==> config.mk <==
export PLATFORM = sky130hd
export DESIGN_NAME = sample_iter_multi
export DESIGN_NICKNAME = d
export VERILOG_FILES = /design/src/rtl/raster_iter_pkg.sv /design/src/rtl/sample_iter_multi.sv
export SDC_FILE = /design/constraint.sdc
export NUM_CORES = 1
export LEC_CHECK = 0
export ABC_AREA = 1
export BUFFER_PORTS_ARGS = -buffer_cell sky130_fd_sc_hd__buf_2
export CAP_MARGIN = 0
export CORE_AREA = 2 2 299 301
export CTS_CLUSTER_DIAMETER = 40
export DETAILED_ROUTE_END_ITERATION = 12
export DIE_AREA = 0 0 301 303
export GPL_TIMING_DRIVEN = 0
export SLEW_MARGIN = 20
export SYNTH_ARGS = -nofsm -noshare
export SYNTH_HDL_FRONTEND = slang
export SYNTH_SLANG_ARGS = --single-unit
==> constraint.sdc <==
create_clock -name clk -period 16.4 [get_ports clk]
set_input_delay 1.64 -clock clk [delete_from_list [all_inputs] [get_ports clk]]
set_output_delay 1.64 -clock clk [all_outputs]
set_load 0.005 [all_outputs]
==> src/rtl/raster_iter_pkg.sv <==
// Shared types and helpers for the sample iterator.
// Holds FSM states, box indices and the MSAA step decode.
package raster_iter_pkg;

    typedef enum logic {
        WAIT = 1'b0,
        TEST = 1'b1
    } state_e;

    localparam int LL = 0;
    localparam int UR = 1;

    // One-hot MSAA select to grid step in fixed point.
    function automatic logic [31:0] step_of(
        input logic [3:0] sub,
        input int         radix
    );
        logic [31:0] s;
        s = 32'd1 << radix;
        unique case (1'b1)
            sub[3]:  s = 32'd1 << radix;
            sub[2]:  s = 32'd1 << (radix - 1);
            sub[1]:  s = 32'd1 << (radix - 2);
            sub[0]:  s = 32'd1 << (radix - 3);
            default: s = 32'd1 << radix;
        endcase
        return s;
    endfunction

endpackage

==> src/rtl/sample_iter_multi.sv <==
// Sample iterator: latches a triangle and walks its bounding box
// in raster order, NUM_SAMPLES x-adjacent samples per cycle.
module sample_iter_multi
    import raster_iter_pkg::*;
#(
    parameter int SIGFIG      = 24,
    parameter int RADIX       = 10,
    parameter int VERTS       = 3,
    parameter int AXIS        = 3,
    parameter int COLORS      = 3,
    parameter int NUM_SAMPLES = 2
) (
    input  logic                                         clk,
    input  logic                                         rst,
    input  logic signed [VERTS-1:0][AXIS-1:0][SIGFIG-1:0] tri_R13S,
    input  logic [COLORS-1:0][SIGFIG-1:0]                color_R13U,
    input  logic signed [1:0][1:0][SIGFIG-1:0]           box_R13S,
    input  logic                                         validTri_R13H,
    input  logic [3:0]                                   subSample_RnnnnU,
    output logic                                         halt_RnnnnL,
    output logic signed [VERTS-1:0][AXIS-1:0][SIGFIG-1:0] tri_R14S,
    output logic [COLORS-1:0][SIGFIG-1:0]                color_R14U,
    output logic signed [NUM_SAMPLES-1:0][1:0][SIGFIG-1:0] sample_R14S,
    output logic [NUM_SAMPLES-1:0]                       validSamp_R14H
);

    localparam int W = SIGFIG + 1;

    // Sign-extend by one bit so sums near full range cannot wrap.
    function automatic logic signed [W-1:0] ext(input logic [SIGFIG-1:0] v);
        return {v[SIGFIG-1], v};
    endfunction

    state_e            state;
    logic [SIGFIG-1:0] ll_x;
    logic [SIGFIG-1:0] ur_x;
    logic [SIGFIG-1:0] ur_y;
    logic [SIGFIG-1:0] cur_x;
    logic [SIGFIG-1:0] cur_y;
    logic [SIGFIG-1:0] step;

    logic [SIGFIG-1:0] step_in;
    logic [SIGFIG-1:0] mask;
    logic [SIGFIG-1:0] nll_x;
    logic [SIGFIG-1:0] nll_y;
    logic              empty_in;
    logic              accept;

    logic              wrap;
    logic              last_cycle;
    logic [SIGFIG-1:0] adv_x;
    logic [SIGFIG-1:0] adv_y;

    logic [SIGFIG-1:0] pos_x;
    logic [SIGFIG-1:0] pos_y;
    logic [SIGFIG-1:0] lim_x;
    logic [SIGFIG-1:0] pos_step;
    logic [NUM_SAMPLES-1:0][1:0][SIGFIG-1:0] nxt_sample;
    logic [NUM_SAMPLES-1:0]                  nxt_valid;

    assign step_in = SIGFIG'(step_of(subSample_RnnnnU, RADIX));
    assign mask    = ~(step_in - SIGFIG'(1));
    assign nll_x   = box_R13S[LL][0] & mask;
    assign nll_y   = box_R13S[LL][1] & mask;
    assign empty_in = (ext(box_R13S[UR][0]) < ext(nll_x)) ||
                      (ext(box_R13S[UR][1]) < ext(nll_y));

    assign halt_RnnnnL = (state == WAIT) || last_cycle;
    assign accept      = validTri_R13H && halt_RnnnnL;

    // Row-wrap and end-of-box detection for the current position.
    always_comb begin
        logic signed [W-1:0] span;
        span = ext(cur_x);
        for (int k = 0; k < NUM_SAMPLES; k++) begin
            span = span + ext(step);
        end
        wrap       = span > ext(ur_x);
        last_cycle = (state == TEST) && wrap &&
                     ((ext(cur_y) + ext(step)) > ext(ur_y));
        adv_x      = wrap ? ll_x : span[SIGFIG-1:0];
        adv_y      = wrap ? cur_y + step : cur_y;
    end

    // Sample positions and valids for the position loaded next.
    always_comb begin
        logic signed [W-1:0] sx;
        pos_x    = accept ? nll_x : adv_x;
        pos_y    = accept ? nll_y : adv_y;
        lim_x    = accept ? box_R13S[UR][0] : ur_x;
        pos_step = accept ? step_in : step;
        sx       = ext(pos_x);
        for (int k = 0; k < NUM_SAMPLES; k++) begin
            nxt_sample[k][0] = sx[SIGFIG-1:0];
            nxt_sample[k][1] = pos_y;
            nxt_valid[k]     = sx <= ext(lim_x);
            sx               = sx + ext(pos_step);
        end
    end

    // Iterator FSM with registered outputs.
    always_ff @(posedge clk) begin
        if (rst) begin
            state          <= WAIT;
            ll_x           <= '0;
            ur_x           <= '0;
            ur_y           <= '0;
            cur_x          <= '0;
            cur_y          <= '0;
            step           <= '0;
            tri_R14S       <= '0;
            color_R14U     <= '0;
            sample_R14S    <= '0;
            validSamp_R14H <= '0;
        end else if (accept) begin
            assert ($onehot(subSample_RnnnnU));
            if (empty_in) begin
                state          <= WAIT;
                validSamp_R14H <= '0;
            end else begin
                state          <= TEST;
                tri_R14S       <= tri_R13S;
                color_R14U     <= color_R13U;
                step           <= step_in;
                ll_x           <= nll_x;
                ur_x           <= box_R13S[UR][0];
                ur_y           <= box_R13S[UR][1];
                cur_x          <= nll_x;
                cur_y          <= nll_y;
                sample_R14S    <= nxt_sample;
                validSamp_R14H <= nxt_valid;
            end
        end else if (state == TEST) begin
            if (last_cycle) begin
                state          <= WAIT;
                validSamp_R14H <= '0;
            end else begin
                cur_x          <= adv_x;
                cur_y          <= adv_y;
                sample_R14S    <= nxt_sample;
                validSamp_R14H <= nxt_valid;
            end
        end
    end

endmodule

==> results of run 1 <==
-- worst max-delay path by stage --
stage	start	endpoint	slack [ns]	depth (start not counted)
6_report	sample_R14S[31]$_SDFFE_PP0P_	validSamp_R14H[1]$_SDFFE_PP0P_	7.72	43
3_5_place_dp	sample_R14S[31]$_SDFFE_PP0P_	validSamp_R14H[1]$_SDFFE_PP0P_	7.89	43
5_1_grt	sample_R14S[31]$_SDFFE_PP0P_	validSamp_R14H[1]$_SDFFE_PP0P_	7.14	44
3_3_place_gp	sample_R14S[32]$_SDFFE_PP0P_	validSamp_R14H[1]$_SDFFE_PP0P_	7.81	42
4_1_cts	sample_R14S[31]$_SDFFE_PP0P_	validSamp_R14H[1]$_SDFFE_PP0P_	7.83	43
2_1_floorplan	sample_R14S[31]$_SDFFE_PP0P_	validSamp_R14H[1]$_SDFFE_PP0P_	9.97	46
-- sequential cells by signal (all words and copies together) (netlist names) --
name and count:
tri_R14S 216, ur_x 24, ur_y 24, color_R14U 72, step 4, sample_R14S 58, validSamp_R14H 2, state 1
ll_x 17
-- cell type report --
type                    instances  area (sq um)  share of cell area (%)
plain buffers                 192           975                    3.39
well taps                    1165          1460                    5.07
repair buffers                746          3730                    13.0
multi-input cells            1662          9290                    32.3
inverters                     532          2000                    6.95
clock inverters                52           697                    2.42
flip-flops and latches        418          8370                    29.1
diodes                          9          22.5                  0.0783
clock buffers                  99          2210                    7.68
-- kinds of logic after synthesis --
logic type	after synthesis	synth area share (%)
buffers and inverters	724	14.4
and+or+nand+nor	560	12.0
other	1	0.0182
AOI/OAI and AO/OA	918	23.0
adders and majority gates	136	8.38
xor gates and xnor gates	34	1.48
DFF	418	40.7
-- per-layer routing --
metal / track usage [%] / vias to the layer above / share of wire (%)
met5: 0 / - / 0.11
met4: 8.98 / 18 / 4.1
li1: - / 10700 / -
met1: 24.5 / 10100 / 39
met3: 6.56 / 201 / 8.8
met2: 36.3 / 892 / 48
-- critical path, delay by kind of cell, from the launching register on --
| family | cells | cell delay (ns) |
|---|---|---|
| xor gates and xnor gates | 1 | 0.26 |
| AOI/OAI and AO/OA | 10 | 1.76 |
| buffers and inverters | 6 | 1.23 |
| DFF | 1 | 0.47 |
| adders and majority gates | 5 | 1.64 |
| and+or+nand+nor | 21 | 3.19 |
-- through the flow --
step / power (mW) / instance area [sq um]
5_1_grt: 5.59 / 28700
2_1_floorplan: 2.64 / 20600
3_3_place_gp: 3.45 / 25800
6_report: 5.23 / 28800
4_1_cts: 5.26 / 28700
3_5_place_dp: 3.47 / 25800
-- placed cells by master, fill, tap and decap left out, types with 4 or more instances in the layout --
cell type,instances
inv_2,4
clkbuf_2,4
diode_2,9
buf_4,42
nand2_1,319
nor4_1,7
or2_2,4
o21bai_1,5
a211oi_1,11
ha_1,133
clkinv_2,16
nand3_2,5
nor3_1,19
nand4_1,18
o21ai_1,9
nand2_4,5
xor2_1,27
inv_1,526
clkbuf_8,7
clkinvlp_4,9
buf_2,807
nor2_1,83
dfxtp_1,418
conb_1,14
inv_6,5
clkbuf_16,83
inv_8,4
xnor2_1,6
a21oi_1,414
bufinv_16,11
clkbuf_1,91
o21ai_0,440
nand3_1,71
o211ai_1,21
nand2_2,15
-- power groups by stage --
stage          Combinational, mW  Clock [mW]  Sequential [mW]
3_5_place_dp                2.08           0             1.40
3_3_place_gp                2.06           0             1.39
5_1_grt                     2.34        1.84             1.41
2_1_floorplan               1.26           0             1.38
4_1_cts                     2.09        1.79             1.38
6_report                    2.08        1.77             1.38
==> impl_metrics.csv, run 1 <==
group,metric,value,unit
pwr,swShare,40.4,%
status,status,"finished, final reports clean",
global_route,grt_overflow_total,0,
clock_tree,cts_tree,"yes",
layout,area_growth,39.7,%
critical_path,end_kind,"flop",
detailed_routing,drcViolationCount,0,
detailed_routing,drt_iter0_drc,1256,
clock_tree,clock_sinks,418,
global_route,globalRouteTotalUtil,21.2,%
timing,finalCritPeriodShare,52.9,%
synthesis,yosysTopAreaCell,"dfxtp_1",
timing,finalHoldViolCount,0,
timing,min_period,8.68,ns
critical_path,cp-start-kind,"flop",
detailed_routing,wirelength,101,mm
layout,nets,4161,
layout,post-route-util,32.7,%
timing,worst_slack,7.72,ns
critical_path,critPathMaxFanout,10,
clock_tree,cts_buffers,82,
placement,port_buffers,746,
timing,finalSetupViolations,0,
clock_tree,postCtsHoldBufs,0,
placement,dp_slack,7.89,ns
critical_path,critPathSlowestCell,"clkbuf_1",
floorplanning,die-height,303,microns
synthesis,synthTopCellsByCount,"526 x inv_1, 440 x o21ai_0, 418 x dfxtp_1, 414 x a21oi_1, 319 x nand2_1",
pwr,switchingPower,2.11,mW
pwr,power_frac_seq,26.4,%
floorplanning,start_util,23.4,%
critical_path,rr_startpoint,"sample_R14S[31]$_SDFFE_PP0P_",
flow_run,maxCapViolCount,0,
critical_path,rrSetupSlack,7.72,ns
layout,n_fill_cell,9521,
detailed_routing,antenna_left,0,
critical_path,reg2reg_depth,43,
clock_tree,htreeDepth,3,
timing,skew,0.0395,ns
synthesis,yosysSeqAreaShare,40.7,%
placement,dp.cells,4715,
synthesis,synth.yosys.warnings,0,
timing,slew_violations,0,
critical_path,cp_slowest_stage_delay,0.51,ns
synthesis,async_flop_share,0,%
timing,setup_tns,0,ns
synthesis,synth_top_area_share,40.7,%
global_route,grt_max_degree,13,
clock_tree,clock_latency,0.65,ns
synthesis,synthCells,2791,
hold_path,min_path_cells,2,
critical_path,crit_top_cell,"nand2_1",
synthesis,synth.most_common_cell,"inv_1",
timing,max_freq,0.115,GHz
synthesis,avgSynthCellArea,7.37,sq um
pwr,pwr_density_cell,182,nW/um^2
clock_tree,cts-root-buf,"clkbuf_16",
floorplanning,ios,778,
hold_path,hold_path_class,"reg2reg",
critical_path,worstReg2RegEnd,"validSamp_R14H[1]$_SDFFE_PP0P_",
synthesis,yosys-top-cells-area,"dfxtp_1 41%, o21ai_0 11%, a21oi_1 10%",
detailed_routing,drtPass1Iterations,5,
placement,dp_hpwl,83.0,mm
timing,worst_hold_slack,0.439,ns
layout,instances_no_fill,4875,
placement,place_congestion,0.949,
pwr,cellInternalPower,3.12,mW
detailed_routing,vias_per_cell,4.50,
floorplanning,core_area,88000,sq um
global_route,grt_pass1_vias,20900,
layout,drive_gt1_share,28.2,%
floorplanning,dieArea,91200,sq um
clock_tree,cts_buffer_depth,3,
clock_tree,ctsResizeCount,0,
pwr,combPwrFrac,39.8,%
timing,relSlewSlack,27.2,%
global_route,antenna_found_initial,28,
global_route,grt_pass1_wl,141,mm
pwr,peakVddDrop,0.0820,mV
floorplanning,die_x,301,microns
detailed_routing,avgRoutedWirePerCell,20.7,microns
hold_path,holdCritStartpoint,"tri_R14S[99]$_SDFFE_PP0P_",
synthesis,ys_seq_elements,418,
critical_path,crit_arrival,9.21,ns
clock_tree,clk_pin_slew,0.05,ns
detailed_routing,via_count,21900,
pwr,p_leak,13.9,nW
pwr,pwr-share-clk,33.8,%
synthesis,ys_types,50,
hold_path,hold_end,"tri_R14S[99]$_SDFFE_PP0P_",
clock_tree,post_cts_buffers,0,
critical_path,cp.required,16.93,ns
critical_path,worstSetupPathType,"reg2reg",
synthesis,synth_edf_count,0,
floorplanning,fp-row-count,109,
synthesis,yosys_most_used_dff,"dfxtp_1",
synthesis,synthesis.area,20600,sq um
timing,tightest_slew,1.09,ns
timing,rsz0062_at_grt,"no",
(Power assumes the default switching activity.)
==> run 2, diff against run 1 <==
ABC_AREA = 0   (was 1)
CORE_AREA = 2 2 303 305   (was 2 2 299 301)
DIE_AREA = 0 0 305 307   (was 0 0 301 303)
clock period = 7.2 ns   (was 16.4 ns; I/O delays follow)
==> impl_metrics.csv, run 2 <==
group,metric,value,unit
synthesis,synthTopCellsByCount,"827 x nand2_1, 452 x a21oi_1, 418 x dfxtp_1, 133 x ha_1, 107 x nor2_1",
synthesis,synth_top_area_share,42.3,%
pwr,power_frac_seq,21.9,%
global_route,grt_max_degree,19,
floorplanning,dieArea,93600,sq um
synthesis,yosysSeqAreaShare,42.3,%
floorplanning,ios,778,
clock_tree,clock_latency,0.67,ns
synthesis,yosys-top-cells-area,"dfxtp_1 42%, nand2_1 16%, a21oi_1 11%",
clock_tree,cts_buffer_depth,3,
clock_tree,postCtsHoldBufs,0,
detailed_routing,vias_per_cell,4.59,
layout,multi_input_area,10700,sq um
critical_path,cp.required,7.76,ns
timing,relSlewSlack,20.9,%
synthesis,synth.yosys.warnings,0,
placement,dp_slack,-2.09,ns
pwr,swShare,45.2,%
critical_path,crit_arrival,7.76,ns
synthesis,ys_types,79,
critical_path,critPathMaxFanout,5,
critical_path,cp_slowest_stage_delay,0.38,ns
global_route,grtUsageMet1,22.7,%
layout,post-route-util,31.8,%
synthesis,async_flop_share,0,%
layout,largest_reg_flops,216,
timing,finalCritPeriodShare,100,%
timing,finalSetupViolations,1,
pwr,pwr-share-clk,25.1,%
floorplanning,start_util,21.8,%
detailed_routing,avgRoutedWirePerCell,21.1,microns
global_route,gr-usage-met3,5.17,%
clock_tree,clk_pin_slew,0.06,ns
clock_tree,clock_sinks,418,
floorplanning,die_x,305,microns
critical_path,worstSetupPathType,"reg2reg",
layout,instances_no_fill,4725,
detailed_routing,wirelength,99.6,mm
critical_path,rrSetupSlack,-0.006,ns
layout,drive_gt1_share,31.0,%
status,violations,"negative setup slack",
floorplanning,fp-row-count,111,
layout,reg_top3,"tri_R14S (216), color_R14U (72), sample_R14S (58)",
detailed_routing,drtPass1Iterations,8,
layout,area_growth,45.7,%
timing,rsz0062_at_grt,"yes",
timing,slew_violations,0,
pwr,p_leak,13.2,nW
global_route,antenna_found_initial,36,
global_route,grt_pass1_vias,20800,
pwr,cellInternalPower,8.72,mW
clock_tree,cts_buffers,77,
synthesis,synth_edf_count,0,
timing,max_freq,0.139,GHz
synthesis,synthesis.area,19800,sq um
floorplanning,core_area,90700,sq um
synthesis,ys_seq_elements,418,
synthesis,yosysTopAreaCell,"dfxtp_1",
hold_path,hold_path_class,"in2reg",
synthesis,avgSynthCellArea,7.68,sq um
detailed_routing,antenna_left,0,
critical_path,critPathSlowestCell,"ha_1",
global_route,gr-usage-met2,35.4,%
detailed_routing,via_count,21700,
timing,min_period,7.21,ns
layout,layout_common_cells,"825 x nand2_1, 768 x buf_2, 440 x a21oi_1, 412 x dfxtp_1, 126 x ha_1",
critical_path,end_kind,"flop",
detailed_routing,drcViolationCount,0,
layout,regArea,8390,sq um
clock_tree,cts-root-buf,"clkbuf_16",
global_route,grt_pass1_wl,140,mm
layout,regMostFlops,"tri_R14S",
floorplanning,die-height,307,microns
synthesis,synth.most_common_cell,"nand2_1",
clock_tree,htreeDepth,3,
detailed_routing,drt_iter0_drc,1418,
placement,dp_hpwl,80.7,mm
layout,n_fill_cell,9825,
timing,worst_slack,-0.00628,ns
global_route,grt_overflow_total,0,
layout,layout_commonest_cell,"nand2_1",
clock_tree,cts_tree,"yes",
flow_run,maxCapViolCount,0,
pwr,peakVddDrop,0.257,mV
synthesis,synthCells,2579,
synthesis,yosys_most_used_dff,"dfxtp_1",
timing,tightest_slew,1.19,ns
timing,finalHoldViolCount,0,
pwr,combPwrFrac,53.1,%
placement,dp.cells,4526,
timing,skew,0.0441,ns
critical_path,cp-start-kind,"flop",
placement,port_buffers,747,
pwr,switchingPower,7.20,mW
placement,place_congestion,0.953,
global_route,globalRouteTotalUtil,20.3,%
global_route,busiest_layer,"met2",
status,status,"finished, violations left",
layout,nets,3988,
pwr,pwr_density_cell,552,nW/um^2
run 2: cell families (layout without fill, tap and decap cells):
kind of cell,count (synthesis),count (layout),synth area share (%)
XOR/XNOR,41,41,1.81
AND/OR/NAND/NOR,1085,1085,22.7
other,1,28,0.0189
adder cells (fa/ha/maj),136,136,8.71
buffers and inverters,276,1209,6.22
multiplexers,18,18,0.922
flip-flops,418,418,42.3
AO/OA/AOI/OAI,604,604,17.3
run 2: layout make-up:
class	instances	area share, %
Buffer	192	3.38
Sequential cell	418	29.1
Timing Repair Buffer	795	14.3
Clock buffer	90	7.10
Inverter	79	1.03
Tap cell	1186	5.14
Antenna cell	14	0.121
Multi-Input combinational cell	1898	37.1
Clock inverter	53	2.81
run 2: timing repair:
action                     in CTS  in global routing
pin swaps                      29                 44
setup buffers                  25                 22
gates resized for setup        82                 47
cloned                          0                  0
setup endpoints to repair      16                  2
run 2: metal layers:
layer / vias to the layer above / wire length (microns)
li1: 10400 / -
met1: 10100 / 38000
met2: 932 / 48500
met3: 250 / 7600
met4: 24 / 5350
met5: - / 162
run 2: critical path: cells and delay by family, from the launching register on:
family          cells  cell delay [ns]
compound gates     11             1.74
buf+inv             9             1.08
fa+ha+maj           5             1.42
xor+xnor            2             0.27
simple gates       13             2.25
flops               1             0.35
run 2: final timing paths:
check	from	to	cells after the start
max	sample_R14S[32]$_SDFFE_PP0P_	validSamp_R14H[1]$_SDFFE_PP0P_	40
min	tri_R13S[182]	tri_R14S[182]$_SDFFE_PP0P_	3
max reg2reg	sample_R14S[32]$_SDFFE_PP0P_	validSamp_R14H[1]$_SDFFE_PP0P_	40
min reg2reg	color_R14U[61]$_SDFFE_PP0P_	color_R14U[61]$_SDFFE_PP0P_	2
run 2: power by group through the flow:
| stage | Clock [mW] | Sequential (mW) | Combinational [mW] |
|---|---|---|---|
| detailed placement | 0 | 3.50 | 7.59 |
| floorplan | 0 | 3.44 | 4.57 |
| CTS | 4.03 | 3.47 | 8.09 |
| finish | 3.99 | 3.48 | 8.45 |
| global placement | 0 | 3.47 | 7.54 |
| global route | 4.15 | 3.56 | 9.20 |
run 2: through the flow:
| step | TNS, ns | area [sq um] | hold WS [ns] | power, mW |
|---|---|---|---|---|
| after floorplan | 0 | 19900 | 0.432 | 8.01 |
| final | -0.00628 | 28800 | 0.287 | 15.9 |
| after global placement | -193.64 | 25100 | 0.439 | 11.0 |
| after detailed placement | -13.85 | 25100 | 0.444 | 11.1 |
| after CTS | 0 | 28400 | 0.251 | 15.6 |
| after global routing | -0.258 | 28800 | 0.271 | 16.9 |
